==> src/rtl/mcore_pkg.sv <==
// Shared mcore definitions: address utilities and the bit-fetch state encoding.
package mcore_pkg;

    localparam int unsigned M_UTIL_ADDR_WORD_BYTES = 4;
    localparam int unsigned M_UTIL_ADDR_ALIGN_MASK = 3;

    typedef enum logic [1:0] {
        BF_IDLE  = 2'd0,
        BF_FETCH = 2'd1,
        BF_ERR   = 2'd2
    } bitfetch_state_e;

endpackage

==> src/rtl/mcore_sync_fifo.sv <==
// Synchronous first-word-fall-through FIFO with occupancy count and synchronous clear.
module mcore_sync_fifo #(
    parameter int WIDTH = 32,
    parameter int DEPTH = 4
) (
    input  logic                       aclk,
    input  logic                       aresetn,
    input  logic                       i_clr,
    input  logic                       i_push,
    input  logic [WIDTH-1:0]           i_wdata,
    input  logic                       i_pop,
    output logic [WIDTH-1:0]           o_rdata,
    output logic                       o_empty,
    output logic                       o_full,
    output logic [$clog2(DEPTH):0]     o_count
);

    localparam int AW = $clog2(DEPTH);
    localparam int CW = AW + 1;

    logic [WIDTH-1:0] r_mem [DEPTH];
    logic [AW-1:0]    r_wptr;
    logic [AW-1:0]    r_rptr;
    logic [CW-1:0]    r_count;
    logic             w_do_push;
    logic             w_do_pop;

    assign o_empty   = (r_count == '0);
    assign o_full    = (r_count == CW'(DEPTH));
    assign o_count   = r_count;
    assign o_rdata   = r_mem[r_rptr];
    assign w_do_push = i_push && !o_full && !i_clr;
    assign w_do_pop  = i_pop && !o_empty && !i_clr;

    always_ff @(posedge aclk or negedge aresetn) begin
        if (!aresetn) begin
            r_wptr  <= '0;
            r_rptr  <= '0;
            r_count <= '0;
        end else if (i_clr) begin
            r_wptr  <= '0;
            r_rptr  <= '0;
            r_count <= '0;
        end else begin
            if (w_do_push) r_wptr <= r_wptr + 1'b1;
            if (w_do_pop)  r_rptr <= r_rptr + 1'b1;
            if (w_do_push && !w_do_pop)      r_count <= r_count + 1'b1;
            else if (w_do_pop && !w_do_push) r_count <= r_count - 1'b1;
        end
    end

    always_ff @(posedge aclk) begin
        if (w_do_push) r_mem[r_wptr] <= i_wdata;
    end

    // Upstream flow control keeps the FIFO from ever being offered a word while full.
    a_no_push_full: assert property (@(posedge aclk) disable iff (!aresetn) !(i_push && o_full));

endmodule

==> src/rtl/mcore_bitfetch.sv <==
// Word prefetcher for the bit reader: streams consecutive memory words of a buffer into a FWFT FIFO.
module mcore_bitfetch
    import mcore_pkg::*;
#(
    parameter int DATA_WIDTH = 32,
    parameter int ADDR_WIDTH = 32,
    parameter int DEPTH      = 4
) (
    input  logic                    aclk,
    input  logic                    aresetn,
    input  logic                    start,
    input  logic [ADDR_WIDTH-1:0]   start_addr,
    input  logic                    stop,
    output logic                    mem_req,
    output logic [ADDR_WIDTH-1:0]   mem_addr,
    output logic                    mem_we,
    output logic [DATA_WIDTH-1:0]   mem_wdata,
    output logic [DATA_WIDTH/8-1:0] mem_be,
    input  logic                    mem_gnt,
    input  logic                    mem_rsp_valid,
    input  logic                    mem_rsp_error,
    input  logic [DATA_WIDTH-1:0]   mem_rsp_rdata,
    output logic                    word_valid,
    output logic [DATA_WIDTH-1:0]   word_data,
    input  logic                    word_ready,
    output logic                    busy,
    output logic                    error
);

    localparam int CW = $clog2(DEPTH) + 1;

    bitfetch_state_e       r_state;
    bitfetch_state_e       w_state_nxt;
    logic [ADDR_WIDTH-1:0] r_addr;
    logic [CW-1:0]         r_outstanding;
    logic [CW-1:0]         r_discard;
    logic [CW-1:0]         w_out_nxt;
    logic [CW-1:0]         w_fifo_count;
    logic                  r_error;
    logic                  w_grant;
    logic                  w_rsp;
    logic                  w_rsp_live;
    logic                  w_push;
    logic                  w_pop;
    logic                  w_rsp_err;
    logic                  w_room;
    logic                  w_fifo_empty;
    logic                  w_fifo_full;

    assign mem_we    = 1'b0;
    assign mem_wdata = '0;
    assign mem_be    = '1;
    assign mem_addr  = r_addr;
    assign busy      = (r_state != BF_IDLE);
    assign error     = r_error;

    assign w_room  = ({1'b0, w_fifo_count} + {1'b0, r_outstanding}) < (CW+1)'(DEPTH);
    assign mem_req = (r_state == BF_FETCH) && (r_discard == '0) && w_room;
    assign w_grant = mem_req && mem_gnt;

    // A response with nothing in flight (e.g. right after reset) is not ours to count.
    assign w_rsp      = mem_rsp_valid && (r_outstanding != '0);
    assign w_rsp_live = w_rsp && (r_discard == '0) && (r_state == BF_FETCH) && !start && !stop;
    assign w_push     = w_rsp_live && !mem_rsp_error;
    assign w_rsp_err  = w_rsp_live && mem_rsp_error;
    assign w_out_nxt  = r_outstanding + CW'(w_grant) - CW'(w_rsp);

    assign word_valid = !w_fifo_empty;
    assign w_pop      = word_valid && word_ready;

    always_comb begin
        w_state_nxt = r_state;
        if (start) begin
            w_state_nxt = BF_FETCH;
        end else begin
            case (r_state)
                BF_FETCH: begin
                    if (stop)           w_state_nxt = BF_IDLE;
                    else if (w_rsp_err) w_state_nxt = BF_ERR;
                end
                BF_ERR: begin
                    if (stop) w_state_nxt = BF_IDLE;
                end
                BF_IDLE: w_state_nxt = BF_IDLE;
                default: w_state_nxt = BF_IDLE;
            endcase
        end
    end

    always_ff @(posedge aclk or negedge aresetn) begin
        if (!aresetn) begin
            r_state       <= BF_IDLE;
            r_addr        <= '0;
            r_outstanding <= '0;
            r_discard     <= '0;
            r_error       <= 1'b0;
        end else begin
            r_state       <= w_state_nxt;
            r_outstanding <= w_out_nxt;

            if (start)        r_addr <= start_addr & ~ADDR_WIDTH'(M_UTIL_ADDR_ALIGN_MASK);
            else if (w_grant) r_addr <= r_addr + ADDR_WIDTH'(M_UTIL_ADDR_WORD_BYTES);

            // Everything still in flight after a start/stop belongs to the abandoned buffer.
            if (start || stop)                  r_discard <= w_out_nxt;
            else if (w_rsp && r_discard != '0)  r_discard <= r_discard - 1'b1;

            if (start)          r_error <= 1'b0;
            else if (w_rsp_err) r_error <= 1'b1;
        end
    end

    mcore_sync_fifo #(
        .WIDTH (DATA_WIDTH),
        .DEPTH (DEPTH)
    ) u_fifo (
        .aclk    (aclk),
        .aresetn (aresetn),
        .i_clr   (start),
        .i_push  (w_push),
        .i_wdata (mem_rsp_rdata),
        .i_pop   (w_pop),
        .o_rdata (word_data),
        .o_empty (w_fifo_empty),
        .o_full  (w_fifo_full),
        .o_count (w_fifo_count)
    );

    a_push_not_full: assert property (@(posedge aclk) disable iff (!aresetn) !(w_push && w_fifo_full));

endmodule
==> config.mk <==
export PLATFORM = sky130hd
export DESIGN_NAME = mcore_bitfetch
export DESIGN_NICKNAME = d
export VERILOG_FILES = /design/src/rtl/mcore_pkg.sv /design/src/rtl/mcore_sync_fifo.sv /design/src/rtl/mcore_bitfetch.sv
export SDC_FILE = /design/constraint.sdc
export NUM_CORES = 1
export LEC_CHECK = 0
export ABC_AREA = 1
export BUFFER_PORTS_ARGS = -buffer_cell sky130_fd_sc_hd__buf_2
export CELL_PAD_IN_SITES_DETAIL_PLACEMENT = 1
export CELL_PAD_IN_SITES_GLOBAL_PLACEMENT = 1
export CORE_MARGIN = 2
export CORE_UTILIZATION = 38
export DETAILED_ROUTE_END_ITERATION = 8
export GPL_ROUTABILITY_DRIVEN = 0
export PLACE_DENSITY = 0.85
export SLEW_MARGIN = 10
export SYNTH_ARGS = -nofsm -noshare
export SYNTH_HDL_FRONTEND = slang
export SYNTH_HIERARCHICAL = 1
export SYNTH_SLANG_ARGS = --single-unit
==> constraint.sdc <==
create_clock -name aclk -period 3.2 [get_ports aclk]
set_input_delay 0.48 -clock aclk [delete_from_list [all_inputs] [get_ports aclk]]
set_output_delay 0.48 -clock aclk [all_outputs]
set_load 0.02 [all_outputs]
---- Word-level counts from Yosys, hierarchy flattened ----
Memories as Yosys holds them, arrays and structs flattened.
Cells that the tools add are included.
operators by class
  $add $sub $neg .......................... 9
  $lt $le $gt $ge ......................... 1
  equal/unequal tests ..................... 5
  mux-type cells .......................... 20
  reductions and logical operators ........ 38
operator list
  cell                                                                          number
  32-bit 2-to-1 mux                                                             2
  32-bit by 3-bit adder with 32-bit output, second input constant               1
  1-bit logical AND                                                             18
  2-bit 2-to-1 mux                                                              8
  3-bit 2-to-1 mux                                                              5
  2-bit nonzero test                                                            6
  3-bit nonzero test                                                            3
  1-bit logical NOT                                                             7
  3-bit logical NOT                                                             2
  3-bit by 1-bit subtractor with 3-bit output, second input constant            2
  2-bit by 1-bit adder with 2-bit output, second input constant                 2
  3-bit by 3-bit adder with 4-bit output                                        1
  4-bit by 3-bit less-than comparator with 1-bit output, second input constant  1
  1-bit 2-to-1 mux                                                              4
  4-bit != test, second input constant                                          1
  2-bit case mux with 2 select lines                                            1
  3-bit by 1-bit adder with 3-bit output                                        1
  3-bit by 1-bit adder with 3-bit output, second input constant                 1
  3-bit equality test, second input constant                                    1
  3-bit != test, second input constant                                          1
  3-bit by 1-bit subtractor with 3-bit output                                   1
  2-bit by 1-bit equality test with 1-bit output, second input constant         1
  2-bit equality test, second input constant                                    1
  2-bit AND reduction                                                           1
  1-bit logical OR                                                              1
word-level totals
  flip-flop bits (word level) ............. 48
  RAM bits ................................ 128
  output and inout bits ................... 105
  logic and storage cells ................. 82
  memories kept ........................... 1
memories
  memory        depth  width  rd ports  clocked after Yosys merged registers in  write ports  RTL line               RTL
  u_fifo.r_mem  4      32     1         0                                        1            mcore_sync_fifo.sv:21  logic [WIDTH-1:0] r_mem [DEPTH];

---- Longest topological paths before layout ----
Gate-level depths: netlist of run 1.
  depth in word-level cells ............... 14
  depth in mapped cells ................... 16

---- Hierarchy ----
Netlist of run 1, hierarchy kept.
by module, submodules not included
  module           instances  cells an instance  area an instance (µm²)  seq. area each (µm²)
  mcore_sync_fifo  1          377                5258.8                  4018.9
  mcore_bitfetch   1          465                3103.0                  975.9

---- Worst setup path before layout of run 1 ----
OpenSTA, ideal clock, no wires.
  kind .................................... input to register
  from .................................... input port start
  to ...................................... memory u_fifo.r_mem[2][0] (enable)
  library setup time ...................... 421 ps
  data arrival time ....................... 2860 ps
  required time ........................... 2779 ps
  path slack .............................. -81 ps
  stages .................................. 8
  buffers on the path ..................... 1
  cells stage by stage .................... clkbuf_8 > nor2_1 > nand3_1 > nor2_1 > nand2_2 > nor2_4 > inv_1 > nor2_1
on the way
  word-level cells in the longest chain between the ends .. 8
ends and longest elaborated chain
  item                                    RTL line               RTL
  start: declaration                      mcore_bitfetch.sv:11   input logic start,
  1-bit logical NOT                       mcore_bitfetch.sv:63   assign w_rsp_live = w_rsp && (r_discard == '0) && (r_state == BF_FETCH) && !start && !stop;
  1-bit logical AND (2 in series)         mcore_bitfetch.sv:63
  1-bit logical AND                       mcore_bitfetch.sv:64   assign w_push = w_rsp_live && !mem_rsp_error;
  net w_push                              mcore_bitfetch.sv:43   logic w_push;
  1-bit logical AND (2 in series)         mcore_sync_fifo.sv:32  assign w_do_push = i_push && !o_full && !i_clr;
  1-bit 2-to-1 mux                        mcore_sync_fifo.sv:53  if (w_do_push) r_mem[r_wptr] <= i_wdata;
  1-bit 2-to-1 mux (implied by the code)  mcore_sync_fifo.sv:53
  end: declaration                        mcore_sync_fifo.sv:21
The timed path passes the listed nets, and every way through them passes these cells.

---- Final worst setup path of run 1 ----
  from .................................... register u_fifo.r_count[2], in the netlist u_fifo/o_count[2]
  to ...................................... register r_discard[1]
on the way
  word-level cells in the longest chain between the ends .. 7
ends and longest elaborated chain
  item                                                   RTL line               RTL
  start: declaration                                     mcore_sync_fifo.sv:24  logic [CW-1:0] r_count;
  start signal: assignment                               mcore_sync_fifo.sv:47  if (w_do_push && !w_do_pop) r_count <= r_count + 1'b1;
  start signal: assignment                               mcore_sync_fifo.sv:48  else if (w_do_pop && !w_do_push) r_count <= r_count - 1'b1;
  3-bit by 3-bit adder with 4-bit output                 mcore_bitfetch.sv:57   assign w_room = ({1'b0, w_fifo_count} + {1'b0, r_outstanding}) < (CW+1)'(DEPTH);
  4-bit by 3-bit less-than comparator with 1-bit output  mcore_bitfetch.sv:57
  1-bit logical AND                                      mcore_bitfetch.sv:58   assign mem_req = (r_state == BF_FETCH) && (r_discard == '0) && w_room;
  1-bit logical AND                                      mcore_bitfetch.sv:59   assign w_grant = mem_req && mem_gnt;
  3-bit by 1-bit adder with 3-bit output                 mcore_bitfetch.sv:66   assign w_out_nxt = r_outstanding + CW'(w_grant) - CW'(w_rsp);
  3-bit by 1-bit subtractor with 3-bit output            mcore_bitfetch.sv:66
  net w_out_nxt[1]                                       mcore_bitfetch.sv:37   logic [CW-1:0] w_out_nxt;
  3-bit 2-to-1 mux                                       mcore_bitfetch.sv:105  if (start || stop) r_discard <= w_out_nxt;
  end signal: assignment                                 mcore_bitfetch.sv:105
  end signal: assignment                                 mcore_bitfetch.sv:106  else if (w_rsp && r_discard != '0) r_discard <= r_discard - 1'b1;
  end: declaration                                       mcore_bitfetch.sv:36   logic [CW-1:0] r_discard;
The timed path passes the listed nets, and every way through them passes these cells.
A chain may end at the register's enable or synchronous reset.

==> results.sh, run 1 <==
export IMPL_run_status="finished, final reports clean"
export IMPL_timing_fmax_mhz=369
export IMPL_cp_top_family="adder cells"
export IMPL_grt_antenna_before_repair=1
export IMPL_io_pins=177
export IMPL_syn_avg_cell_area_um2=9.94
export IMPL_cap_violations=0
export IMPL_final_max_slew_viol_count=0
export IMPL_finalCritPeriodShare=0.847
export IMPL_period_minus_slack_ps=2710
export IMPL_use_met3=0.0307
export IMPL_cp_max_fo=7
export IMPL_nets=1065
export IMPL_fp_row_count=54
export IMPL_worst_setup_path_type="reg -> reg"
export IMPL_wire_per_inst_um=16.7
export IMPL_grt_pass1_vias=6489
export IMPL_busiest_layer="met2"
export IMPL_grt_max_degree=66
export IMPL_wl_um=21300
export IMPL_layout_drive_gt1_share=0.211
export IMPL_drt_pass1_iterations=5
export IMPL_drt_iter0_drc=258
export IMPL_power_total_uw=5520
export IMPL_cts_hold_buf=1
export IMPL_cpPeakStageDelay_ps=480
export IMPL_utilization=0.455
export IMPL_grtUsageTotal=0.186
export IMPL_die_height_um=152
export IMPL_worst_ep_arrival_time_ps=3020
export IMPL_htreeDepth=4
export IMPL_hpwl_um=14700
export IMPL_rsz0062_at_grt="no"
export IMPL_crit_slowest_cell="fa_1"
export IMPL_postSynthCellCount=841
export IMPL_syn_cell_area_mm2=0.00836
export IMPL_yosysWarnings=6
export IMPL_grt_pass1_wl_um=34500
export IMPL_die_w_um=152
export IMPL_root_buffer="clkbuf_16"
export IMPL_grt_met2_usage=0.329
export IMPL_cts_setup_buffers=0
export IMPL_drc=0
export IMPL_grt_overflow=0
export IMPL_end_kind="register"
export IMPL_core_area_mm2=0.0217
export IMPL_start_util=0.385
export IMPL_finalClockSkew_ps=11.7
export IMPL_finalSetupTns_ps=0
export IMPL_worst_slew_pin_transition_ps=662
export IMPL_setup_viol=0
export IMPL_fin_ws_ps=490
export IMPL_path_clk_slew_ps=80
export IMPL_clkLatencyLatePin_ps=430
export IMPL_pre_cts_ws_ps=465
export IMPL_hold_viol=0
export IMPL_cts_tree="built"
export IMPL_postCtsResizedCells=0
export IMPL_cts_buffers=17
export IMPL_ant_nets=0
export IMPL_powerDensity_mw_per_mm2=560
export IMPL_met1_usage=0.235
export IMPL_path_buf_inv=3
export IMPL_slew_headroom=0.558
export IMPL_irDropWorstVdd_uv=364
export IMPL_hp_class="in -> reg"
export IMPL_die_area_mm2=0.0232
export IMPL_reg2reg_setup_slack_ps=490
export IMPL_cp_start_kind="register"
export IMPL_port_buffers=135
export IMPL_crit_chain="ha_1, nor3_4, nand4_4, ha_1, inv_1, ha_1, inv_1, fa_1, inv_1, o211ai_1, o21ai_0"
export IMPL_cts_sink_count=174
export IMPL_areaGrowthSynthToFinish_pct=18.1
export IMPL_num_vias=6351
export IMPL_clk_path_buf_depth=2
export IMPL_cp_required_ps=3510
export IMPL_p_leak_uw=0.00410
export IMPL_vias_per_cell=4.99
report_power, final:
group	total, uW	internal, uW	switching (uW)	leakage (uW)
Clock	2140	1080	1060	0.000301
Sequential	2650	2520	129	0.00172
Combinational	729	260	469	0.00207
metal layers:
metal,vias up,wire (um)
met5,-,0
met1,3124,9140
met4,0,315
met3,27,862
li1,3031,-
met2,169,11000
cell usage in the layout (no fill, tap or decap), drive strengths merged, types with 32 or more instances in the layout:
cell / count
nand3: 47
nand2: 214
o21ai: 74
dfrtp: 46
nor2: 125
inv: 59
o22ai: 32
edfxtp: 128
buf: 149
conb: 39
sequential cells by signal (all words and copies together), names as in the netlist:
| register | count |
|---|---|
| error | 1 |
| mem_addr | 30 |
| r_discard | 3 |
| r_outstanding | 3 |
| r_state | 2 |
| u_fifo/o_count | 3 |
| u_fifo/r_mem | 128 |
| u_fifo/r_rptr | 2 |
| u_fifo/r_wptr | 2 |
worst register-to-register path, stage by stage, from the launching register on:
cell	delay [ps]
dfrtp_1	460
ha_1	340
nor3_4	180
nand4_4	220
ha_1	330
inv_1	60
ha_1	130
inv_1	50
fa_1	480
inv_1	60
o211ai_1	180
o21ai_0	110
worst paths after layout:
| path | startpoint | end | cells after the start |
|---|---|---|---|
| hold reg to reg | r_state[0] | r_state[1] | 1 |
| hold / removal | mem_rsp_rdata[9] | u_fifo/r_mem[3][9] | 1 |
| setup reg to reg | u_fifo/o_count[2] | r_discard[1] | 11 |
| setup / recovery | u_fifo/o_count[2] | r_discard[1] | 11 |
| max in group asynchronous | aresetn | u_fifo/r_rptr[0] | 3 |
| min in group asynchronous | aresetn | mem_addr[13] | 2 |
stage by stage:
step	hold slack, ps	instance area [um^2]	cells
2_1_floorplan	184	8500	878
3_3_place_gp	428	9230	1240
3_5_place_dp	435	9230	1240
4_1_cts	237	9870	1273
5_1_grt	247	9870	1274
6_report	252	9870	1274
cell type report:
type | instances | area (um^2)
Fill cell | 2500 | 11800
Clock buffer | 17 | 425
Inverter | 53 | 209
Tap cell | 280 | 350
Timing Repair Buffer | 150 | 841
Antenna cell | 1 | 2.50
Multi-Input combinational cell | 584 | 2850
Clock inverter | 15 | 199
Sequential cell | 174 | 5000
Note: power is estimated with default switching activity, not from simulation.
==> run 2, diff against run 1 <==
ABC_AREA = 0   (was 1)
CORE_UTILIZATION = 44   (was 38)
PLACE_DENSITY = 0.89   (was 0.85)
clock period = 2.8 ns   (was 3.2 ns; I/O delays follow)
==> run 2 against run 1 <==
Net effect: sequential power grew 13%; maximum frequency grew 2.2%; cell count shrank 25%.
==> results.sh, run 2 <==
export IMPL_run_status="finished, final reports clean"
export IMPL_cp_max_fo=3
export IMPL_hp_class="in -> async"
export IMPL_postSynthCellCount=574
export IMPL_powerDensity_mw_per_mm2=640
export IMPL_io_pins=177
export IMPL_cpPeakStageDelay_ps=420
export IMPL_grt_max_degree=58
export IMPL_routed_wl_met3_um=1370
export IMPL_cp_required_ps=3150
export IMPL_timing_fmax_mhz=377
export IMPL_syn_cell_area_mm2=0.00807
export IMPL_core_area_mm2=0.0180
export IMPL_synthFlopType="edfxtp_1"
export IMPL_synth_commonest_cells="edfxtp_1 (128), dfrtp_1 (46), buf_4 (42)"
export IMPL_wl_met1_um=7750
export IMPL_yosys_cell_count_top_type="edfxtp_1"
export IMPL_top_register="u_fifo/r_mem"
export IMPL_drt_pass1_iterations=4
export IMPL_slew_headroom=0.565
export IMPL_nets=803
export IMPL_cts_sink_count=174
export IMPL_met2_length_um=10600
export IMPL_yosysWarnings=6
export IMPL_finalClockSkew_ps=14.0
export IMPL_wire_per_inst_um=20.8
export IMPL_irDropWorstVdd_uv=438
export IMPL_rsz0062_at_grt="yes"
export IMPL_hpwl_um=14100
export IMPL_end_kind="register"
export IMPL_worst_ep_arrival_time_ps=3000
export IMPL_stdcell_count=960
export IMPL_post_place_cells=928
export IMPL_ant_nets=0
export IMPL_layout_common_cells="buf_2 (135), edfxtp_1 (128), dfrtp_1 (45)"
export IMPL_cts_buffers=17
export IMPL_wl_um=19900
export IMPL_yosys_cell_types_count=55
export IMPL_crit_slowest_cell="dfrtp_1"
export IMPL_cts_tree="built"
export IMPL_port_buffers=135
export IMPL_top_layer="met4"
export IMPL_finalCritPeriodShare=0.947
export IMPL_cp_start_kind="register"
export IMPL_cts_hold_buf=0
export IMPL_layout_drive_gt1_share=0.335
export IMPL_grt_overflow=0
export IMPL_yosysSeqAreaShare=0.619
export IMPL_areaGrowthSynthToFinish_pct=18.9
export IMPL_synth_area_top_cells="edfxtp_1 (48%), dfrtp_1 (14%), mux4_2 (8.9%)"
export IMPL_final_max_slew_viol_count=0
export IMPL_htreeDepth=4
export IMPL_grt_antenna_before_repair=0
export IMPL_grt_pass1_wl_um=31900
export IMPL_yosysTopAreaCellShare=0.476
export IMPL_p_leak_uw=0.00353
export IMPL_die_height_um=139
export IMPL_antennaDiodeCount=0
export IMPL_drc=0
export IMPL_start_util=0.449
export IMPL_layout_cells_most_common="buf_2"
export IMPL_ys_ff_latch=174
export IMPL_clk_path_buf_depth=2
export IMPL_setup_viol=0
export IMPL_synth_async_reset_ratio=0.264
export IMPL_path_clk_slew_ps=70
export IMPL_grtUsageTotal=0.210
export IMPL_finalSetupTns_ps=0
export IMPL_cp_common_cell="ha_1"
export IMPL_drt_iter0_drc=419
export IMPL_vias_per_cell=5.62
export IMPL_worst_slew_pin_transition_ps=653
export IMPL_num_vias=5395
export IMPL_root_buffer="clkbuf_16"
export IMPL_clkLatencyLatePin_ps=430
export IMPL_crit_chain="ha_1, nor3b_2, nand3_2, ha_1, inv_1, ha_1, inv_1, fa_1, xnor2_1, nor2_1, a21oi_1"
export IMPL_cap_violations=0
export IMPL_hold_viol=0
export IMPL_largest_register_ffs=128
export IMPL_worst_setup_path_type="reg -> reg"
export IMPL_die_w_um=139
export IMPL_pre_cts_ws_ps=-6.35
export IMPL_die_area_mm2=0.0194
export IMPL_period_minus_slack_ps=2650
export IMPL_synth_edf_count=128
export IMPL_synth_top_area_cell="edfxtp_1"
export IMPL_fin_ws_ps=150
export IMPL_grt_pass1_vias=5676
export IMPL_fp_row_count=49
export IMPL_syn_avg_cell_area_um2=14.1
[run 2: metal layers]
metal	global-route usage	up-vias
met5	0	-
met4	0.0516	0
met3	0.0458	17
met2	0.378	219
met1	0.259	2703
li1	-	2456
[run 2: cell type report]
cell class                 instances  area (um^2)
timing repair buffer             156          896
sequential                       174         5000
clock inverter                    14          148
fill                            1831         8370
multi-input combinational        353         2780
tap                              229          287
clock buffer                      18          429
inverter                          16         60.1
[run 2: timing repair]
item                                    4_1_cts  5_1_grt
resized for setup                             3        8
pin swaps                                     0        1
endpoints found under the setup margin        2       89
buffers inserted                              0        0
[run 2: path summary, 6_finish.rpt]
kind,start,to,slack [ps],cells past startpoint
max,r_outstanding[2],r_discard[2],150,11
min,aresetn,mem_addr[2],8,1
min reg2reg,error,error,540,2
max in group asynchronous,aresetn,mem_addr[9],2060,2
max reg2reg,r_outstanding[2],r_discard[2],150,11
min in group aclk,start_addr[2],mem_addr[2],190,3
[run 2: where the power goes]
group | internal, uW | leakage, uW | switching (uW)
clock network | 1260 | 0.000273 | 1060
registers | 2870 | 0.00169 | 127
logic | 314 | 0.00157 | 499
[run 2: cell families (layout without fill, tap and decap cells)]
logic type / count (synthesis) / in the layout / share of synthesized area
buffers and inverters: 84 / 204 / 0.0608
flip-flops: 174 / 174 / 0.619
adder cells (fa/ha/maj): 13 / 13 / 0.0220
XOR/XNOR: 8 / 8 / 0.00868
AO/OA/AOI/OAI: 80 / 80 / 0.0656
AND/OR/NAND/NOR: 174 / 174 / 0.125
multiplexers: 39 / 39 / 0.0985
other: 2 / 39 / 0.000931
[run 2: worst max-delay path: cells and delay by family (launching register included)]
| family | cells | cell delay (ps) |
|---|---|---|
| adders and majority gates | 4 | 1180 |
| and+or+nand+nor | 3 | 500 |
| AOI/OAI and AO/OA | 1 | 120 |
| xor gates and xnor gates | 1 | 230 |
| DFF | 1 | 420 |
| buffers and inverters | 2 | 130 |
[run 2: per-stage QoR]
stage	area, um^2	power [uW]	util	hold slack (ps)
floorplan	8220	3580	-	124
global placement	8970	3770	0.499	469
detailed placement	8970	3850	0.499	478
CTS	9560	6170	0.532	22.3
global route	9590	6390	0.534	62.0
finish	9590	6130	0.534	7.95
==> run 3, diff against run 2 <==
CORE_ASPECT_RATIO = 1.2   (was default)
==> run 3 against run 2 <==
Net effect: sequential cell count is the same; maximum frequency rose by 3.5%; power about the same; critical endpoint is now u_fifo/o_count[2]; highest routed layer unchanged; non-clock buffer count is 5 higher; worst hold slack better by 190 ps; clock skew is 2.6 ps lower; global-route usage fell by 0.86 points.
==> results.sh, run 3 (same netlist as run 2, synthesis figures left out) <==
export IMPL_run_status="finished, final reports clean"
export IMPL_cts_buffers=17
export IMPL_die_height_um=152
export IMPL_worst_ep_arrival_time_ps=2930
export IMPL_cp_required_ps=3170
export IMPL_ant_nets=0
export IMPL_die_area_mm2=0.0194
export IMPL_whs_path_depth=3
export IMPL_worst_setup_path_type="reg -> reg"
export IMPL_finalClockSkew_ps=11.4
export IMPL_final_area_mm2=0.00963
export IMPL_io_pins=177
export IMPL_root_buffer="clkbuf_16"
export IMPL_finalCritPeriodShare=0.914
export IMPL_grt_max_degree=58
export IMPL_timing_fmax_mhz=391
export IMPL_p_leak_uw=0.00357
export IMPL_worstHoldStart="start_addr[4]"
export IMPL_top_register="u_fifo/r_mem"
export IMPL_grt_antenna_before_repair=0
export IMPL_wl_um=19200
export IMPL_met2_length_um=10200
export IMPL_fp_row_count=54
export IMPL_reg2reg_to="u_fifo/o_count[2]"
export IMPL_path_clk_slew_ps=70
export IMPL_drt_iter0_drc=250
export IMPL_grtUsageTotal=0.202
export IMPL_utilization=0.532
export IMPL_cp_start_kind="register"
export IMPL_hp_class="in -> reg"
export IMPL_antennaDiodeCount=0
export IMPL_post_place_cells=925
export IMPL_cts_sink_count=174
export IMPL_clk_path_buf_depth=2
export IMPL_largest_register_ffs=128
export IMPL_hold_viol=0
export IMPL_reg2regPathDepth=11
export IMPL_slew_headroom=0.617
export IMPL_htreeDepth=4
export IMPL_period_minus_slack_ps=2560
export IMPL_layout_drive_gt1_share=0.338
export IMPL_holdPathEnd="mem_addr[4]"
export IMPL_routed_wl_met3_um=974
export IMPL_vias_per_cell=5.69
export IMPL_grt_overflow=0
export IMPL_nets=808
export IMPL_top_layer="met4"
export IMPL_reg2reg_setup_slack_ps=240
export IMPL_wl_met1_um=7730
export IMPL_core_area_mm2=0.0181
export IMPL_placed_cell_area_mm2=0.00898
export IMPL_r2r_start="r_discard[0]"
export IMPL_cap_violations=0
export IMPL_layout_common_cells="buf_2 (135), edfxtp_1 (128), dfrtp_1 (45)"
export IMPL_port_buffers=135
export IMPL_wire_per_inst_um=20.0
export IMPL_cts_tree="built"
export IMPL_drt_pass1_iterations=4
export IMPL_end_kind="register"
export IMPL_start_util=0.446
export IMPL_setup_viol=0
export IMPL_cp_max_fo=7
export IMPL_die_w_um=128
export IMPL_areaGrowthSynthToFinish_pct=19.4
export IMPL_irDropWorstVdd_uv=551
export IMPL_clkLatencyLatePin_ps=430
export IMPL_drc=0
export IMPL_stdcell_count=960
export IMPL_layout_cells_most_common="buf_2"
export IMPL_timing_hold_ws_ps=196
export IMPL_num_vias=5462
export IMPL_grt_pass1_vias=5996
export IMPL_rsz0062_at_grt="no"
export IMPL_worst_slew_pin_transition_ps=574
export IMPL_hpwl_um=13600
export IMPL_final_max_slew_viol_count=0
export IMPL_powerDensity_mw_per_mm2=637
export IMPL_grt_pass1_wl_um=30900
==> run 3: cell types whose count changed in the layout (fill, tap and decap cells not counted), sizes merged <==
cell,delta
buf,+4
clkinv,+4
clkinvlp,-4
inv,+2
bufinv,-1
clkbuf,-1
dlygate4sd3,+1
==> run 3: where the power goes <==
part / internal, uW / leakage, uW / switching, uW
Combinational: 323 / 0.00160 / 503
Clock: 1200 / 0.000289 / 1110
Sequential: 2870 / 0.00169 / 131
==> run 3: area by class of cell <==
class                      instances  area (um^2)
tap                              224          280
fill                            1869         8480
clock inverter                    15          159
clock buffer                      17          425
inverter                          16         60.1
timing repair buffer             161          936
sequential                       174         5000
multi-input combinational        353         2780
==> run 3: worst max-delay path: stages (launching register included) <==
cell and delay, ps:
dfrtp_1 390, inv_1 90, ha_2 220, and4bb_4 270, nand3_1 90, nor2_2 160
inv_2 100, nor4_4 290, fa_2 300, nand3b_1 90, a311oi_1 290, o311a_1 200
==> run 3: worst max-delay path by stage <==
stage | startpoint | to | cells after the start
after floorplan | start | u_fifo/o_count[2] | 11
after global placement | r_discard[0] | u_fifo/o_count[2] | 11
after detailed placement | r_discard[0] | u_fifo/o_count[2] | 11
after CTS | r_discard[0] | u_fifo/o_count[2] | 11
after global routing | r_outstanding[1] | r_discard[2] | 11
final | r_discard[0] | u_fifo/o_count[2] | 11
==> run 3: per-layer routing <==
metal / GRT usage / vias up
met5: 0 / -
met4: 0.0597 / 0
met3: 0.0421 / 29
met2: 0.363 / 197
met1: 0.242 / 2772
li1: - / 2464
==> run 3: repair_timing <==
| action | CTS | global route |
|---|---|---|
| setup endpoints to repair | 1 | 131 |
| hold endpoints to repair | 15 | 0 |
| pin swaps | 0 | 1 |
| hold buffers | 1 | 0 |
| buffers inserted | 0 | 2 |
| resized for setup | 2 | 9 |
==> run 3: per-stage QoR <==
step           setup TNS [ps]  setup WS (ps)  power, uW
3_3_place_gp                0            198       3770
4_1_cts                     0           7.36       6180
5_1_grt                     0           21.4       6390
2_1_floorplan               0           36.5       3580
3_5_place_dp            -16.8          -16.8       3860
6_report                    0            240       6140
